==> src/rtl/stream_sink_pkg.sv <==
// stream_sink_pkg: shared modes, LFSR taps and saturating increment for the stream sink.
package stream_sink_pkg;
  localparam logic [1:0] MODE_ALWAYS   = 2'd0;
  localparam logic [1:0] MODE_PERIODIC = 2'd1;
  localparam logic [1:0] MODE_RANDOM   = 2'd2;
  localparam logic [1:0] MODE_PAUSE    = 2'd3;
  // Fibonacci taps for x^16+x^14+x^13+x^11+1 in a right-shifting register
  localparam logic [15:0] LFSR_TAPS = 16'h002D;
  function automatic logic [31:0] sat_inc(input logic [31:0] v, input logic [31:0] max);
    return (v == max) ? v : v + 32'd1;
  endfunction
endpackage

==> src/rtl/bp_pattern_gen.sv <==
// bp_pattern_gen: registered s_ready backpressure pattern (always, periodic, random, pause).
module bp_pattern_gen import stream_sink_pkg::*; #(
  parameter int          PERIOD_W  = 4,
  parameter logic [15:0] LFSR_SEED = 16'hACE1
) (
  input  logic                clk,
  input  logic                rst_n,
  input  logic [1:0]          mode,
  input  logic [PERIOD_W-1:0] period,
  input  logic [PERIOD_W-1:0] on_cycles,
  output logic                s_ready
);
  localparam logic [15:0] SEED = (LFSR_SEED == 16'd0) ? 16'h0001 : LFSR_SEED;
  logic [PERIOD_W-1:0] phase_q, phase_d, eff_period;
  logic [15:0] lfsr_q, lfsr_d;
  logic ready_q, ready_d;
  always_comb begin
    eff_period = (period == '0) ? PERIOD_W'(1) : period;
    phase_d = (mode != MODE_PERIODIC || phase_q >= eff_period - PERIOD_W'(1)) ? '0 : phase_q + PERIOD_W'(1);
    lfsr_d = {^(lfsr_q & LFSR_TAPS), lfsr_q[15:1]};
    ready_d = (mode == MODE_ALWAYS)   ? 1'b1 :
              (mode == MODE_PERIODIC) ? (phase_q < on_cycles) :
              (mode == MODE_RANDOM)   ? lfsr_q[0] : 1'b0;
  end
  always_ff @(posedge clk or negedge rst_n) begin
    if (!rst_n) begin
      phase_q <= '0;
      lfsr_q  <= SEED;
      ready_q <= 1'b0;
    end else begin
      phase_q <= phase_d;
      lfsr_q  <= lfsr_d;
      ready_q <= ready_d;
    end
  end
  assign s_ready = ready_q;
endmodule

==> src/rtl/stream_sink_bp.sv <==
// stream_sink_bp: backpressuring stream sink with beat mirror, saturating counters
// and sticky upstream handshake-violation flags.
module stream_sink_bp import stream_sink_pkg::*; #(
  parameter int          DATA_W    = 8,
  parameter int          CNT_W     = 16,
  parameter int          PERIOD_W  = 4,
  parameter logic [15:0] LFSR_SEED = 16'hACE1
) (
  input  logic                clk,
  input  logic                rst_n,
  input  logic                s_valid,
  input  logic                s_last,
  input  logic [DATA_W-1:0]   s_data,
  output logic                s_ready,
  input  logic [1:0]          mode,
  input  logic [PERIOD_W-1:0] period,
  input  logic [PERIOD_W-1:0] on_cycles,
  input  logic                clear,
  output logic                m_valid,
  output logic                m_last,
  output logic [DATA_W-1:0]   m_data,
  output logic [CNT_W-1:0]    beat_count,
  output logic [CNT_W-1:0]    pkt_count,
  output logic                err_drop,
  output logic                err_change
);
  localparam logic [31:0] CNT_MAX = 32'((64'd1 << CNT_W) - 64'd1);
  logic xfer;
  logic stall_q, stall_d, cap_last_q, cap_last_d;
  logic [DATA_W-1:0] cap_data_q, cap_data_d, m_data_q, m_data_d;
  logic m_valid_q, m_valid_d, m_last_q, m_last_d;
  logic [CNT_W-1:0] beat_q, beat_d, pkt_q, pkt_d;
  logic err_drop_q, err_drop_d, err_change_q, err_change_d;
  bp_pattern_gen #(.PERIOD_W(PERIOD_W), .LFSR_SEED(LFSR_SEED)) u_bp (
    .clk(clk), .rst_n(rst_n), .mode(mode), .period(period), .on_cycles(on_cycles), .s_ready(s_ready)
  );
  always_comb begin
    xfer = s_valid && s_ready;
    stall_d = s_valid && !s_ready;
    cap_data_d = s_data;
    cap_last_d = s_last;
    m_valid_d = xfer;
    m_last_d = xfer && s_last;
    m_data_d = xfer ? s_data : m_data_q;
    beat_d = clear ? '0 : xfer ? CNT_W'(sat_inc(32'(beat_q), CNT_MAX)) : beat_q;
    pkt_d = clear ? '0 : (xfer && s_last) ? CNT_W'(sat_inc(32'(pkt_q), CNT_MAX)) : pkt_q;
    // the capture is only meaningful in the cycle after a stall
    err_drop_d = !clear && (err_drop_q || (stall_q && !s_valid));
    err_change_d = !clear && (err_change_q ||
                   (stall_q && s_valid && (s_data != cap_data_q || s_last != cap_last_q)));
  end
  always_ff @(posedge clk or negedge rst_n) begin
    if (!rst_n) begin
      stall_q      <= 1'b0;
      cap_last_q   <= 1'b0;
      cap_data_q   <= '0;
      m_valid_q    <= 1'b0;
      m_last_q     <= 1'b0;
      m_data_q     <= '0;
      beat_q       <= '0;
      pkt_q        <= '0;
      err_drop_q   <= 1'b0;
      err_change_q <= 1'b0;
    end else begin
      stall_q      <= stall_d;
      cap_last_q   <= cap_last_d;
      cap_data_q   <= cap_data_d;
      m_valid_q    <= m_valid_d;
      m_last_q     <= m_last_d;
      m_data_q     <= m_data_d;
      beat_q       <= beat_d;
      pkt_q        <= pkt_d;
      err_drop_q   <= err_drop_d;
      err_change_q <= err_change_d;
    end
  end
  assign m_valid    = m_valid_q;
  assign m_last     = m_last_q;
  assign m_data     = m_data_q;
  assign beat_count = beat_q;
  assign pkt_count  = pkt_q;
  assign err_drop   = err_drop_q;
  assign err_change = err_change_q;
endmodule

==> config.mk <==
export PLATFORM = sky130hd
export DESIGN_NAME = stream_sink_bp
export DESIGN_NICKNAME = d
export VERILOG_FILES = /design/src/rtl/stream_sink_pkg.sv /design/src/rtl/bp_pattern_gen.sv /design/src/rtl/stream_sink_bp.sv
export SDC_FILE = /design/constraint.sdc
export NUM_CORES = 1
export LEC_CHECK = 0
export BUFFER_PORTS_ARGS = -buffer_cell sky130_fd_sc_hd__buf_4
export CAP_MARGIN = 10
export CORE_AREA = 3 3 92 85
export DETAILED_ROUTE_END_ITERATION = 8
export DIE_AREA = 0 0 95 88
export PLACE_DENSITY = 0.84
export SYNTH_ARGS = -nofsm -noshare
export SYNTH_HDL_FRONTEND = slang
export SYNTH_SLANG_ARGS = --single-unit
==> constraint.sdc <==
create_clock -name clk -period 1.8 [get_ports clk]
set_clock_uncertainty 0.2 [all_clocks]
set_input_delay 0.36 -clock clk [delete_from_list [all_inputs] [get_ports clk]]
set_output_delay 0.36 -clock clk [all_outputs]
set_load 0.01 [all_outputs]
; After elaboration in Yosys (flattened, before gate mapping)
; Index checks and enable logic that the tools add are counted.
[word_totals]
reg_bits = 75
in_bits = 23
elab_cells = 61
[op_classes]
n_eq_ne = 9
n_reduce_logical = 22
magnitude_cmp = 2
addsub = 4
mux = 11
[op_table]
columns = op, count
row1 = 2-to-1 mux 16 bit, 6
row2 = "adder 16 x 1 -> 16 bit, second input constant", 2
row3 = "== test 16 bit, second input constant", 2
row4 = parity 16 bit, 1
row5 = logical AND 1 bit, 8
row6 = 2-to-1 mux 4 bit, 2
row7 = != test 8 bit, 1
row8 = "adder 4 x 1 -> 4 bit, second input constant", 1
row9 = >= comparator 4 bit, 1
row10 = logical NOT 4 bit, 1
row11 = logical OR 1 bit, 4
row12 = less-than comparator 4 bit, 1
row13 = "!= test 2 bit, second input constant", 2
row14 = AND reduction 2 bit, 2
row15 = nonzero test 2 bit, 2
row16 = "subtractor 4 x 1 -> 4 bit, second input constant", 1
row17 = logical NOT 1 bit, 3
row18 = 2-to-1 mux 1 bit, 3
row19 = "== test 2 x 1 -> 1 bit, second input constant", 1
row20 = "== test 2 bit, second input constant", 1
row21 = logical NOT 2 bit, 1
row22 = "!= test 2 x 1 -> 1 bit, second input constant", 1
row23 = != test 1 bit, 1

; Longest topological paths before layout
[logic_depth]
ltp_word = 6
depth_mapped = 8
mapped_depth_nobuf = 8

; Hierarchy
; Synthesis repeated with hierarchy kept, for this count alone.
[hier_totals]
hier_cells = 302
hier_area_um2 = 3485.8
[modules_own_cells]
columns = module, cells_each, instances, area_per_inst_um2
row1 = stream_sink_bp, 241, 1, 2646.3
row2 = bp_pattern_gen, 61, 1, 839.6

; Least setup slack after synthesis
; OpenSTA, ideal clock, no wires.
[synth_path]
kind = register to register
start = register beat_q[0] (netlist: beat_count[0])
end = register beat_q[3] (netlist: beat_count[3])
stages_incl_launch_ff = 7
path_slack_ns = -0.221
synth_period_minus_slack_ns = 2.021
arrival_time_ns = 1.689
setup_ns = 0.132
path_cell_list = dfrtp_1 ha_1 nand4_2 o41a_1 nand4_1 xor2_1 nor2_1
[synth_between]
elab_chain_len = 4
[synth_rtl]
columns = item, line_no
row1 = "start, declared", stream_sink_bp.sv:32  ; logic [CNT_W-1:0] beat_q, beat_d, pkt_q, pkt_d;
row2 = "start signal, assigned", stream_sink_bp.sv:71  ; beat_q <= beat_d;
row3 = adder 16 x 1 -> 16 bit, stream_sink_pkg.sv:10  ; return (v == max) ? v : v + 32'd1;
row4 = 2-to-1 mux 16 bit, stream_sink_pkg.sv:10
row5 = 2-to-1 mux 16 bit (2 in series), stream_sink_bp.sv:45  ; beat_d = clear ? '0 : xfer ? CNT_W'(sat_inc(32'(beat_q), CNT_MAX)) : beat_q;
; Parallel ways exist; a longest one is shown, timed or not. The select of a mux whose other input is x is not followed.
; A chain may end at the register's enable or synchronous reset.

; Worst setup path in the final report
[layout_path]
start = input period[2]
end = register u_bp.phase_q[2]
[layout_between]
elab_chain_len = 6
[layout_rtl]
columns = item, line_no
row1 = "start, declared", stream_sink_bp.sv:16  ; input logic [PERIOD_W-1:0] period,
row2 = logical NOT 4 bit, bp_pattern_gen.sv:18  ; eff_period = (period == '0) ? PERIOD_W'(1) : period;
row3 = 2-to-1 mux 4 bit *, bp_pattern_gen.sv:18
row4 = subtractor 4 x 1 -> 4 bit *, bp_pattern_gen.sv:19  ; phase_d = (mode != MODE_PERIODIC || phase_q >= eff_period - PERIOD_W'(1)) ? '0 : phase_q + PERIOD_W'(1);
row5 = >= comparator 4 bit *, bp_pattern_gen.sv:19
row6 = logical OR 1 bit *, bp_pattern_gen.sv:19
row7 = 2-to-1 mux 4 bit *, bp_pattern_gen.sv:19
row8 = via u_bp.phase_d[2], bp_pattern_gen.sv:14  ; logic [PERIOD_W-1:0] phase_q, phase_d, eff_period;
row9 = "end signal, assigned", bp_pattern_gen.sv:31  ; phase_q <= phase_d;
row10 = "end, declared", bp_pattern_gen.sv:14
; Mark *: on every way through the listed nets, which the timed path passes. The rest lies on a longest branch.

==> metrics.json <==
{
  "status": "finished, violations left",
  "violations": "setup timing",
  "cts_htree_levels": 3,
  "finalWeightedCongestion": 0.862,
  "vias": 2812,
  "gr-total-overflow": 0,
  "r2r_end": "u_bp.phase_q[2]",
  "worst-r2r-setup-slack_ps": 20,
  "timing_worst_slew_pin_value_ps": 434,
  "layout.nets": 475,
  "detailed_place_hpwl_mm": 5.61,
  "postSynthCellCount": 312,
  "firstDrtPassIters": 4,
  "leading_cell_type_by_number_of_instances_after_synthesis": "dfrtp_1",
  "post_synth.cell_area_avg_um2": 10.8,
  "area_growth_pct": 45.0,
  "fp.dieW_um": 95,
  "antenna-diode-count": 0,
  "largest_net_degree_at_the_start_of_global_routing": 35,
  "detailedPlace.worstSlack_ps": -361,
  "timing.reg2reg.worst_path_depth": 8,
  "critical_path_class": "in -> reg",
  "maximum_fanout_along_the_worst_path": 4,
  "switching_share": 0.266,
  "rr_startpoint": "u_bp.phase_q[0]",
  "share_of_final_layout_standard_cells_stronger_than_drive_strength_1": 0.424,
  "core_um2": 7000,
  "grt_usage": 0.201,
  "number_of_antenna_violations_at_the_first_check_in_global_routing": 0,
  "clkSinkCount": 75,
  "ratio_of_routed_vias_to_standard_cells": 5.22,
  "rsz0062_at_grt": "true",
  "report.final.hold_viol_count": 0,
  "clk_path_buf_depth": 2,
  "hold_depth": 3,
  "worst_setup_hold_path_clk_slew_ps": 80,
  "netlist_top_cells_area": "dfrtp_1 (50%), xnor2_1 (6.5%), dfstp_2 (6.3%), nor2_1 (4.4%), ha_1 (4.1%)",
  "setup_ws_ps": -12.3,
  "hold_class": "in -> reg",
  "arrival_ps": 1890,
  "place.port_buffers": 67,
  "synth_area_um2": 3350,
  "slew_headroom": 0.711,
  "groute.layer.met3.usage": 0.0515,
  "clock_power_share": 0.346,
  "share_of_the_synthesized_area_in_the_top_cell_type": 0.500,
  "boundaryPins": 68,
  "n_fill_cell": 499,
  "tritoncts": "done",
  "synth_seq_area_share": 0.562,
  "finalSetupViolations": 1,
  "max-vdd-ir-drop_uv": 352,
  "finalMaxSlewViolations": 0,
  "synth_cell_type_count": 40,
  "grt_pass1_vias": 2791,
  "fp.dieArea_um2": 8360,
  "end_kind": "flop",
  "p_leak_nw": 2.29,
  "cp_data_required_time_ps": 1880,
  "groute.layer.met2.usage": 0.316,
  "worstHoldEndpoint": "m_data[4]",
  "drt_wl_total_mm": 8.34,
  "synth_common_cells": "dfrtp_1 (67), nor2_1 (39), nand2_1 (34)",
  "power_density_nw_per_um2": 685,
  "worst_setup_path_start_kind": "input pin",
  "met1_usage": 0.270,
  "final.period_utilization": 1.01,
  "post_synth_edffs": 0,
  "ant_nets": 0,
  "cap_violations": 0,
  "ys.flop_type": "dfrtp_1",
  "grt_pass1_wl_mm": 13.0,
  "floorplan.initialDensity": 0.479,
  "drt-initial-drc-count": 105,
  "min-delay-start": "s_data[4]",
  "combinationalPowerShare": 0.121,
  "gr-max-usage-layer": "met2",
  "yosysWarnings": 0,
  "cts_root_buf": "clkbuf_8",
  "power.share.sequential": 0.533,
  "fin_total_pwr_mw": 3.33,
  "yosys.area.top_type": "dfrtp_1",
  "synth-seq-cells": 75,
  "fp-row-count": 29,
  "finalCriticalPeriod_ps": 1810,
  "timing.fmax_mhz": 552,
  "routed_wire_length_per_instance_um": 15.5,
  "die_height_um": 88,
  "power.internal_mw": 2.45,
  "cts_made_buffers": 9,
  "worst_skew_pair.late_latency_ps": 350,
  "remaining_drc_errors": 0,
  "async_reset_ff_frac": 1.00,
  "synth.net_count": 346,
  "power_dissipated_by_switching_net_loads_mw": 0.884
}
-- state kept, by name (all words and copies together) (netlist names) --
register and count:
beat_count 16, pkt_count 16, u_bp.lfsr_q 16, cap_data_q 8, m_data 8, u_bp.phase_q 4
cap_last_q 1, err_change 1, err_drop 1, m_last 1, m_valid 1, stall_q 1
u_bp.s_ready 1
-- routing by layer --
metal	share of wire	up-vias
met5	0	-
met4	0.014	0
met3	0.066	12
met2	0.50	90
met1	0.42	1385
li1	-	1325
-- cell families after synthesis --
family,after synthesis,share of synthesized area
muxes,2,0.00597
and+or+nand+nor,135,0.210
buffers and inverters,21,0.0239
AOI/OAI and AO/OA,28,0.0522
adders and majority gates,11,0.0410
xor gates and xnor gates,40,0.104
DFF,75,0.562
-- what timing repair did --
| item | in CTS | in global routing |
|---|---|---|
| gates resized for setup | 0 | 52 |
| pin swaps | 1 | 24 |
| hold buffers | 10 | 0 |
| hold endpoints to repair | 33 | 0 |
| endpoints found under the setup margin | 6 | 34 |
| setup buffers | 0 | 4 |
-- area by class of cell --
class	instances	area, µm²	area share
sequential	75	1900	0.390
clock buffer	9	124	0.0255
tap	93	116	0.0239
clock inverter	7	51.3	0.0105
inverter	14	52.6	0.0108
multi-input combinational	216	1620	0.333
timing repair buffer	125	1000	0.206
-- cell usage in the layout, fill, tap and decap left out, types with 4 or more instances in the layout --
master	netlist	layout
a21oi_1	10	7
and3_1	6	6
buf_4	0	109
buf_6	0	4
clkbuf_8	0	9
dfrtp_1	67	59
dfrtp_2	0	8
dfstp_2	8	8
dlygate4sd3_1	0	10
ha_1	11	8
inv_1	13	11
nand2_1	34	32
nand3_1	10	8
nand4_1	10	10
nor2_1	39	34
nor2_2	0	5
nor3_1	11	7
nor3_2	1	4
nor4_4	2	4
o21ai_0	5	4
xnor2_1	25	24
xor2_1	15	15
-- how the worst max path moves through the flow --
stage	startpoint	to	slack, ps	cells past startpoint
5_1_grt	period[2]	u_bp.phase_q[2]	-100	10
3_3_place_gp	period[1]	u_bp.phase_q[1]	-310	9
4_1_cts	pkt_count[0]	pkt_count[13]	-50	6
3_5_place_dp	period[1]	u_bp.phase_q[0]	-360	9
2_1_floorplan	period[1]	u_bp.phase_q[0]	-120	8
6_report	period[2]	u_bp.phase_q[2]	-10	10
-- power by group through the flow --
| stage | Combinational [mW] | Sequential [mW] | Clock, mW |
|---|---|---|---|
| finish | 0.402 | 1.77 | 1.15 |
| global route | 0.445 | 1.78 | 1.25 |
| CTS | 0.367 | 1.77 | 1.19 |
| detailed placement | 0.348 | 1.80 | 0 |
| global placement | 0.335 | 1.80 | 0 |
| floorplan | 0.117 | 1.82 | 0 |
-- per-stage QoR --
step / TNS (ps) / area, µm² / utilization / instances / hold WS [ps]
5_1_grt: -941 / 4860 / 0.694 / 539 / 49.4
3_5_place_dp: -1500 / 4320 / 0.617 / 509 / 136
3_3_place_gp: -1190 / 4320 / 0.617 / 509 / 125
2_1_floorplan: -449 / 3390 / - / 312 / -136
6_report: -12.3 / 4860 / 0.694 / 539 / 40.7
4_1_cts: -146 / 4600 / 0.656 / 535 / 19.4
-- critical path, cell delays in order --
cell,delay [ps]
buf_6,100
nor3_4,170
nor2_2,60
ha_1,280
ha_1,290
a21o_1,170
a21oi_2,110
o211ai_1,90
buf_4,160
nor2_2,100
Power figures use the tool's default switching activity.
